### config.mk
export PLATFORM = sky130hd
export DESIGN_NAME = wb_port_scheduler
export DESIGN_NICKNAME = d
export VERILOG_FILES = /design/src/rtl/wb_pkg.sv /design/src/rtl/wb_fu_fifo.sv /design/src/rtl/wb_port_scheduler.sv
export SDC_FILE = /design/constraint.sdc
export NUM_CORES = 1
export LEC_CHECK = 0
export ABC_AREA = 1
export BUFFER_PORTS_ARGS = -buffer_cell sky130_fd_sc_hd__buf_4
export CORE_AREA = 4 4 172 174
export DETAILED_ROUTE_END_ITERATION = 6
export DIE_AREA = 0 0 176 178
export SLEW_MARGIN = 25
export SYNTH_ARGS = -nofsm -noshare
export SYNTH_HDL_FRONTEND = slang
export SYNTH_SLANG_ARGS = --single-unit
export TNS_END_PERCENT = 100
### constraint.sdc
create_clock -name clk -period 5.7 [get_ports clk]
set_clock_uncertainty 0.1 [all_clocks]
set_input_delay 0.57 -clock clk [delete_from_list [all_inputs] [get_ports clk]]
set_output_delay 0.57 -clock clk [all_outputs]
set_load 0.005 [all_outputs]
### src/rtl/wb_pkg.sv
// Shared encodings and types for the WB-stage write-port scheduler.
package wb_pkg;

  typedef enum logic [1:0] {
    WBSRC_ALU  = 2'b00,
    WBSRC_MEM  = 2'b01,
    WBSRC_PCP4 = 2'b10,
    WBSRC_IM   = 2'b11
  } wbsrc_e;

  typedef enum logic {
    IDLE  = 1'b0,
    DW_HI = 1'b1
  } wb_state_e;

  typedef struct packed {
    logic        fp;
    logic [4:0]  dst;
    logic [31:0] data;
  } fu_entry_t;

endpackage

### src/rtl/wb_fu_fifo.sv
// Two-entry FIFO holding FP-unit results until a regfile write port is free.
import wb_pkg::*;

module wb_fu_fifo (
  input  logic      clk,
  input  logic      rst,
  input  logic      push,
  input  fu_entry_t wdata,
  input  logic      pop,
  output fu_entry_t head,
  output logic      empty,
  output logic      full
);

  fu_entry_t  mem [2];
  logic       wr_ptr;
  logic       rd_ptr;
  logic [1:0] count;

  // When full, wr_ptr == rd_ptr: a simultaneous pop reads the old head this
  // cycle while the push overwrites that same slot at the edge.
  always_ff @(posedge clk or posedge rst) begin
    if (rst) begin
      wr_ptr <= 1'b0;
      rd_ptr <= 1'b0;
      count  <= '0;
      mem[0] <= '0;
      mem[1] <= '0;
    end else begin
      if (push) begin
        mem[wr_ptr] <= wdata;
        wr_ptr      <= ~wr_ptr;
      end
      if (pop) rd_ptr <= ~rd_ptr;
      count <= count + 2'(push) - 2'(pop);
    end
  end

  assign head  = mem[rd_ptr];
  assign empty = (count == 2'd0);
  assign full  = (count == 2'd2);

endmodule

### src/rtl/wb_port_scheduler.sv
// WB-stage owner of the INT and FP regfile write ports: muxes MEM/WB data,
// splits FP double-word writes into two beats and interleaves FP-unit results.
import wb_pkg::*;

module wb_port_scheduler #(
  parameter int STARVE_LIMIT = 4
) (
  input  logic        clk,
  input  logic        rst,
  input  logic        iWrite,
  input  logic        iFloat,
  input  logic        iDW,
  input  logic [1:0]  iWBsrc,
  input  logic [4:0]  iDstReg,
  input  logic [31:0] iALUout1,
  input  logic [31:0] iALUout2,
  input  logic [31:0] iMemOut1,
  input  logic [31:0] iMemOut2,
  input  logic [31:0] iPcp4,
  input  logic [31:0] iIm,
  input  logic        iFuValid,
  input  logic        iFuFloat,
  input  logic [4:0]  iFuDst,
  input  logic [31:0] iFuData,
  output logic        oFuReady,
  output logic        oIntWe,
  output logic [4:0]  oIntAddr,
  output logic [31:0] oIntData,
  output logic        oFpWe,
  output logic [4:0]  oFpAddr,
  output logic [31:0] oFpData,
  output logic        oStall
);

  localparam int CW = $clog2(STARVE_LIMIT + 1);

  wb_state_e   state_q, state_d;
  logic [CW-1:0] starve_q, starve_d;

  fu_entry_t   head;
  fu_entry_t   fu_in;
  logic        fifo_empty, fifo_full;
  logic        push, pop;
  logic        grant, forced, contended;
  logic        pipe_int, pipe_fp;
  logic [31:0] low_data, hi_data;

  assign fu_in    = '{fp: iFuFloat, dst: iFuDst, data: iFuData};
  assign oFuReady = !rst && (!fifo_full || pop);
  assign push     = iFuValid && oFuReady;

  wb_fu_fifo u_fifo (
    .clk   (clk),
    .rst   (rst),
    .push  (push),
    .wdata (fu_in),
    .pop   (pop),
    .head  (head),
    .empty (fifo_empty),
    .full  (fifo_full)
  );

  always_comb begin
    low_data = iALUout1;
    case (wbsrc_e'(iWBsrc))
      WBSRC_ALU:  low_data = iALUout1;
      WBSRC_MEM:  low_data = iMemOut1;
      WBSRC_PCP4: low_data = iPcp4;
      WBSRC_IM:   low_data = iIm;
      default:    low_data = iALUout1;
    endcase
    hi_data = (wbsrc_e'(iWBsrc) == WBSRC_MEM) ? iMemOut2 : iALUout2;
  end

  always_ff @(posedge clk or posedge rst) begin
    if (rst) begin
      state_q  <= IDLE;
      starve_q <= '0;
    end else begin
      state_q  <= state_d;
      starve_q <= starve_d;
    end
  end

  always_comb begin
    state_d   = state_q;
    oIntWe    = 1'b0;
    oIntAddr  = '0;
    oIntData  = '0;
    oFpWe     = 1'b0;
    oFpAddr   = '0;
    oFpData   = '0;
    oStall    = 1'b0;
    grant     = 1'b0;
    forced    = 1'b0;
    contended = 1'b0;
    pipe_int  = iWrite && !iFloat;
    pipe_fp   = iWrite && iFloat;

    if (!rst) begin
      if (state_q == DW_HI) begin
        oFpWe   = 1'b1;
        oFpAddr = iDstReg + 5'd1;
        oFpData = hi_data;
        state_d = IDLE;
        grant   = !fifo_empty && !head.fp;
      end else begin
        contended = !fifo_empty && (head.fp ? pipe_fp : pipe_int);
        if (!fifo_empty && !contended) begin
          grant = 1'b1;
        end else if (contended && starve_q == CW'(STARVE_LIMIT)) begin
          grant  = 1'b1;
          forced = 1'b1;
          oStall = 1'b1;
        end
        // A forced grant swallows the pipeline write; the stall replays it.
        if (!forced) begin
          if (pipe_fp) begin
            oFpWe   = 1'b1;
            oFpAddr = iDstReg;
            oFpData = low_data;
            if (iDW) begin
              oStall  = 1'b1;
              state_d = DW_HI;
            end
          end else if (pipe_int && iDstReg != 5'd0) begin
            oIntWe   = 1'b1;
            oIntAddr = iDstReg;
            oIntData = low_data;
          end
        end
      end

      if (grant) begin
        if (head.fp) begin
          oFpWe   = 1'b1;
          oFpAddr = head.dst;
          oFpData = head.data;
        end else if (head.dst != 5'd0) begin
          oIntWe   = 1'b1;
          oIntAddr = head.dst;
          oIntData = head.data;
        end
      end
    end

    pop = grant;

    starve_d = starve_q;
    if (fifo_empty || grant)
      starve_d = '0;
    else if (starve_q != CW'(STARVE_LIMIT))
      starve_d = starve_q + CW'(1);
  end

endmodule
==> impl_metrics.json, run 1 <==
{
  "cts_buffers": 9,
  "maxCapViolations": 0,
  "synth_simple_gate_area_frac": 0.400,
  "cp_slowest_stage_delay_ns": 0.58,
  "maxSlewHeadroom": 0.334,
  "die-area_sq_um": 31300,
  "power_density_nw_per_um2": 491,
  "syn_inst": 1082,
  "cp.arrival_ns": 3.48,
  "critical_path_class": "reg2out",
  "first_pass_iters": 5,
  "grt_first_pass_wirelength_mm": 49.8,
  "antenna_found_initial": 5,
  "multi_input_area_sq_um": 4240,
  "rr_worst_depth": 15,
  "seq_area_frac_synth": 0.303,
  "fillerInstances": 3124,
  "clk_pin_slew_ns": 0.06,
  "p_leak_uw": 0.00512,
  "ant_nets": 0,
  "rsz0062_at_grt": "false",
  "outcome": "finished clean",
  "path_buf_inv": 3,
  "yosysWarnings": 0,
  "crit_top_cell": "buf_4",
  "synth_compound_area_frac": 0.146,
  "post_drt_wl_per_cell_um": 19.7,
  "cp-end-kind": "output port",
  "syn_nets": 1331,
  "final_nets": 1586,
  "fp.dieW_um": 176,
  "r2r_end": "u_fifo.count[1]",
  "insertion_delay_ns": 0.34,
  "cts_tree": "done",
  "ctsHoldBuffers": 0,
  "path_delay_family": "buffers and inverters",
  "hold_viol_final": 0,
  "critPathLaunchType": "flip-flop",
  "synthAdderAreaFrac": 0.0108,
  "final_cells": 1718,
  "timing.final.crit_share": 0.729,
  "path_cells": "buf_4 -> mux2i_1 -> nor2_1 -> nand3_1 -> buf_4 -> nand3_1 -> nand2_2 -> nor2_1 -> buf_4",
  "cts-htree-levels": 3,
  "synth_seq_cells": 84,
  "coreArea_sq_um": 27800,
  "gp_congestion": 0.926,
  "synth_xor_area_frac": 0.00631,
  "fin_setup_tns_ns": 0,
  "crit_required_ns": 5.03,
  "startpoint": "u_fifo.rd_ptr",
  "start_util": 0.250,
  "grt-ovfl-total": 0,
  "hp-class": "in2async",
  "drive_gt1_frac": 0.273,
  "clkSinkCount": 84,
  "synth_area_sq_um": 6940,
  "clock_path_buffers": 2,
  "cts_resized": 0,
  "post_cts_buffers": 0,
  "ctsRootBufferMaster": "clkbuf_16",
  "irDropWorstVdd_mv": 0.247,
  "first_global_vias": 8329,
  "r2r_setup_slack_ns": 2.94,
  "viasPerCell": 5.03,
  "synth.distinct_cells": 32,
  "crit_fanout": 39,
  "syn_to_final_growth_pct": 40.8,
  "postSynthAreaPerCell_sq_um": 6.41,
  "synthMuxAreaShare": 0.0476,
  "reg2reg_from": "starve_q[0]",
  "track_usage": 0.203,
  "layout_setup_ws_ns": 1.55,
  "maxSlewViolCount": 0,
  "final-seq-area_sq_um": 2100,
  "vias": 8633,
  "period_minus_slack_ns": 4.15,
  "drt_drc_violations_left": 0,
  "drt_first_iter_violations": 841,
  "grt_max_degree": 80,
  "synth_top_family_by_area": "simple AND/OR/NAND/NOR gates",
  "dp_worst_setup_slack_ns": 1.78,
  "numPortBuffers": 320,
  "die_height_um": 178,
  "worst_pin_slew_ns": 0.993,
  "wirelength_mm": 33.9,
  "io_pins": 321,
  "critPathSlowestCell": "nand2_2",
  "setup-violations-final": 0,
  "num_rows": 61,
  "timing.fmax_mhz": 241,
  "place_inst": 1704,
  "place_hpwl_mm": 26.1
}
-- registers in the layout, indices dropped and copies added (netlist names) --
signal,flops
u_fifo.rd_ptr,1
u_fifo.wr_ptr,1
u_fifo.count,2
state_q,1
u_fifo.mem,76
starve_q,3
-- synthesized netlist by cell type --
master	count	area share
a211oi_1	1	0.0011
a21boi_4	1	0.0027
a21oi_1	40	0.029
a21oi_4	1	0.0023
a22oi_1	32	0.035
a41oi_1	1	0.0013
buf_1	1	0.00054
buf_2	32	0.023
buf_4	5	0.0054
buf_6	8	0.013
clkbuf_1	44	0.024
clkbuf_2	2	0.0014
clkinv_1	1	0.00054
dfrtp_1	84	0.30
ha_1	6	0.011
inv_1	33	0.018
inv_2	2	0.0011
mux2i_1	33	0.048
nand2_1	386	0.21
nand2_2	5	0.0045
nand3_1	90	0.065
nand3_2	1	0.0014
nand4_1	81	0.073
nor2_1	80	0.043
nor2_4	1	0.0016
nor3_1	3	0.0022
o21ai_0	97	0.070
o21ai_1	4	0.0029
o21ai_2	1	0.0013
o22ai_1	1	0.00090
xnor2_1	2	0.0025
xor2_1	3	0.0038
-- per-stage QoR --
stage	cell area, sq um	hold WS (ns)	total power [uW]	utilization
2_1_floorplan	6940	0.349	3000	-
3_3_place_gp	9480	0.362	4200	0.341
3_5_place_dp	9480	0.365	4210	0.341
4_1_cts	9770	0.152	4830	0.352
5_1_grt	9770	0.174	5220	0.352
6_report	9770	0.154	4790	0.352
-- power by group --
part | leakage, uW | switching [uW] | internal, uW | total [uW]
registers | 0.00105 | 169 | 874 | 1040
logic | 0.00393 | 2000 | 1160 | 3160
clock network | 0.000144 | 221 | 376 | 596
-- metal layers --
layer | track usage | vias up | share of wire
met5 | 0 | - | 0.0020
met4 | 0.0575 | 8 | 0.025
met3 | 0.0479 | 47 | 0.084
met2 | 0.331 | 382 | 0.47
met1 | 0.270 | 4042 | 0.42
li1 | - | 4154 | -
-- layout make-up --
type / instances / area share
Clock buffer: 10 / 0.0234
Antenna cell: 1 / 0.000256
Clock inverter: 3 / 0.00666
Timing Repair Buffer: 336 / 0.258
Multi-Input combinational cell: 870 / 0.434
Inverter: 36 / 0.0140
Tap cell: 378 / 0.0484
Sequential cell: 84 / 0.215
-- how the worst max path moves through the flow --
| stage | endpoint | slack, ns | cells after the start |
|---|---|---|---|
| 2_1_floorplan | oIntData[10] | 0.86 | 5 |
| 3_3_place_gp | oFpData[31] | 1.75 | 9 |
| 3_5_place_dp | oFpData[31] | 1.78 | 9 |
| 4_1_cts | oIntData[29] | 1.54 | 9 |
| 5_1_grt | oFpData[19] | 1.25 | 13 |
| 6_report | oIntData[29] | 1.55 | 9 |
-- layout by cell type (no fill, tap or decap), types with 2 or more instances in the layout --
cell type,instances
nand4_1,81
inv_1,30
dfrtp_1,83
xnor2_1,2
mux2i_1,33
o21ai_0,97
nor3_1,3
clkbuf_16,9
nor2_2,2
ha_1,6
a21oi_1,40
inv_2,4
bufinv_16,2
nand3_1,90
a22oi_1,32
xor2_1,3
nor2_1,78
o21ai_1,4
clkinv_2,2
nand2_1,386
nand2_2,5
buf_4,336
-- cells by family (layout without fill, tap and decap cells) --
group,count (synthesis),in the layout
and+or+nand+nor,647,647
AOI/OAI and AO/OA,179,179
buffers and inverters,128,385
DFF,84,84
muxes,33,33
adders and majority gates,6,6
xor gates and xnor gates,5,5
other,0,1
(Power assumes the default switching activity.)
==> inputs of run 2 (changes only) <==
--- a/config.mk
+++ b/config.mk
@@ -5,11 +5,11 @@
 export SDC_FILE = /design/constraint.sdc
 export NUM_CORES = 1
 export LEC_CHECK = 0
-export ABC_AREA = 1
+export ABC_AREA = 0
 export BUFFER_PORTS_ARGS = -buffer_cell sky130_fd_sc_hd__buf_4
-export CORE_AREA = 4 4 172 174
+export CORE_AREA = 4 4 165 167
 export DETAILED_ROUTE_END_ITERATION = 6
-export DIE_AREA = 0 0 176 178
+export DIE_AREA = 0 0 169 171
 export SLEW_MARGIN = 25
 export SYNTH_ARGS = -nofsm -noshare
 export SYNTH_HDL_FRONTEND = slang
==> constraint.sdc (replaced) <==
create_clock -name clk -period 3.6 [get_ports clk]
set_clock_uncertainty 0.1 [all_clocks]
set_input_delay 0.36 -clock clk [delete_from_list [all_inputs] [get_ports clk]]
set_output_delay 0.36 -clock clk [all_outputs]
set_load 0.005 [all_outputs]
==> run 2 against run 1 <==
Via count down 33%; sequential share of layout area up 0.59 points; largest power group unchanged; combinational power up 2%; critical path type unchanged; clock-buffer cell count up 2; critical endpoint is now oIntData[15]; global-route usage down 4.2 points; flip-flop and latch count unchanged; utilization up 1.8 points; first-iteration DRC count down 74%; highest routed layer is now met4; die area down 7.8%; final area down 2.5%.
==> impl_metrics.json, run 2 <==
{
  "outcome": "finished clean",
  "num_rows": 59,
  "largestRegisters": "u_fifo.mem x76, starve_q x3, u_fifo.count x2",
  "r2r_setup_slack_ns": 0.95,
  "clock_path_buffers": 2,
  "path_cells": "buf_4 -> or4b_2 -> o22a_1 -> o21ai_4 -> buf_4 -> o2bb2ai_1 -> buf_4",
  "ys.flop_type": "dfrtp_1",
  "numPortBuffers": 320,
  "grt_first_pass_wirelength_mm": 36.0,
  "first_pass_iters": 6,
  "coreArea_sq_um": 25800,
  "ant_nets": 0,
  "syn_to_final_growth_pct": 49.4,
  "final-seq-area_sq_um": 2110,
  "synthDominantCellAreaShare": 0.330,
  "fp.dieW_um": 169,
  "max_flop_register": "u_fifo.mem",
  "post_drt_wl_per_cell_um": 20.7,
  "synth_top_area_cell": "dfrtp_1",
  "drt_drc_violations_left": 0,
  "crit_fanout": 24,
  "yosys-top-cells-area": "dfrtp_1 33%, mux2_2 13%, mux4_2 11%",
  "largest_register_ffs": 76,
  "maxSlewViolCount": 0,
  "timing.fmax_mhz": 305,
  "drive_gt1_frac": 0.610,
  "io_pins": 321,
  "ctsRootBufferMaster": "clkbuf_16",
  "postSynthAreaPerCell_sq_um": 12.3,
  "maxSlewHeadroom": 0.576,
  "critPathLaunchType": "flip-flop",
  "cts_tree": "done",
  "cts-htree-levels": 3,
  "crit_top_cell": "buf_4",
  "async_reset_ff_frac": 1.00,
  "drt_first_iter_violations": 218,
  "synth_edf_count": 0,
  "crit_required_ns": 3.14,
  "critical_path_class": "reg2out",
  "hold_viol_final": 0,
  "viasPerCell": 5.00,
  "first_global_vias": 6333,
  "hp-class": "in2reg",
  "r2r_end": "u_fifo.count[1]",
  "fillerInstances": 2550,
  "cts_buffers": 9,
  "reg2reg_from": "u_fifo.rd_ptr",
  "timing.final.crit_share": 0.909,
  "power_uw": 5910,
  "gp_congestion": 0.877,
  "die_height_um": 171,
  "insertion_delay_ns": 0.34,
  "synth_area_sq_um": 6380,
  "vias": 5826,
  "power_density_nw_per_um2": 621,
  "setup-violations-final": 0,
  "irDropWorstVdd_mv": 0.278,
  "period_minus_slack_ns": 3.27,
  "place_hpwl_mm": 19.2,
  "post_cts_buffers": 0,
  "cp-end-kind": "output port",
  "yosys-top-cells-count": "84 x dfrtp_1, 76 x mux2_2, 68 x mux2i_1",
  "final_common_cell": "buf_4",
  "hold_start": "iFuDst[1]",
  "grt_max_degree": 44,
  "cp.arrival_ns": 2.81,
  "clk_pin_slew_ns": 0.06,
  "synth_seq_cells": 84,
  "p_leak_uw": 0.00429,
  "antenna_found_initial": 0,
  "wirelength_mm": 24.2,
  "track_usage": 0.161,
  "maxCapViolations": 0,
  "seq_area_frac_synth": 0.330,
  "multi_input_area_sq_um": 4040,
  "yosysWarnings": 0,
  "ctsHoldBuffers": 0,
  "mostFrequentLayoutCells": "338 x buf_4, 82 x dfrtp_1, 76 x mux2_2, 68 x mux2i_1, 35 x o2bb2ai_1",
  "fin_setup_tns_ns": 0,
  "yosysMostFrequentCell": "dfrtp_1",
  "hold_end": "u_fifo.mem[33]",
  "clkSinkCount": 84,
  "critPathSlowestCell": "or4b_2",
  "cp_slowest_stage_delay_ns": 0.63,
  "rr_worst_depth": 8,
  "worst_pin_slew_ns": 0.634,
  "final_nets": 1073,
  "synth.distinct_cells": 52,
  "start_util": 0.248,
  "syn_inst": 518,
  "die-area_sq_um": 28900,
  "grt-ovfl-total": 0,
  "syn_nets": 767,
  "cts_resized": 0,
  "whs_path_depth": 2,
  "rsz0062_at_grt": "false"
}
-- run 2: report_power, final --
group          switching, uW  total (uW)  internal, uW
registers                282        1710          1430
clock network            392         990           598
logic                   1520        3210          1700
total                   2190        5910          3720
-- run 2: final cells by class --
type | instances | share of cell area
multi-input cells | 379 | 0.424
diodes | 1 | 0.000263
well taps | 335 | 0.0440
clock buffers | 12 | 0.0280
clock inverters | 4 | 0.00591
repair buffers | 341 | 0.273
flip-flops and latches | 84 | 0.221
inverters | 9 | 0.00381
-- run 2: worst max path at each step --
stage	start	end	slack, ns	depth (start not counted)
floorplan	rst	oFpData[21]	0.05	4
global placement	u_fifo.rd_ptr	oIntData[11]	0.79	7
detailed placement	u_fifo.rd_ptr	oIntData[19]	0.70	7
CTS	u_fifo.rd_ptr	oIntData[11]	0.29	7
global route	u_fifo.rd_ptr	oIntData[11]	0.21	7
finish	u_fifo.rd_ptr	oIntData[15]	0.33	7
-- run 2: kinds of logic after synthesis --
logic type / share of synthesized area
AOI/OAI and AO/OA: 0.129
adders and majority gates: 0.0118
buffers and inverters: 0.0424
muxes: 0.435
and+or+nand+nor: 0.0447
xor gates and xnor gates: 0.00687
DFF: 0.330
-- run 2: routing by layer --
metal  vias up  part of all wire  GRT usage
met2       248              0.51      0.285
met1      2900              0.41      0.196
met5         -                 0          0
met3        21             0.067     0.0393
met4         0             0.015     0.0406
li1       2657                 -          -
-- run 2: worst max-delay path: cells and delay by family, from the launching register on --
kind | cells | cell delay (ns)
AO/OA/AOI/OAI | 3 | 0.57
AND/OR/NAND/NOR | 1 | 0.63
buffers and inverters | 3 | 0.84
flip-flops | 1 | 0.42
-- run 2: per-stage QoR --
step / util / worst slack (ns) / cell area (sq um) / hold WS (ns) / instances
4_1_cts: 0.370 / 0.295 / 9520 / 0.126 / 1164
6_report: 0.370 / 0.326 / 9530 / 0.146 / 1165
5_1_grt: 0.370 / 0.215 / 9520 / 0.129 / 1164
3_5_place_dp: 0.357 / 0.704 / 9200 / 0.381 / 1148
3_3_place_gp: 0.357 / 0.790 / 9200 / 0.373 / 1148
2_1_floorplan: - / 0.0465 / 6380 / 0.359 / 518
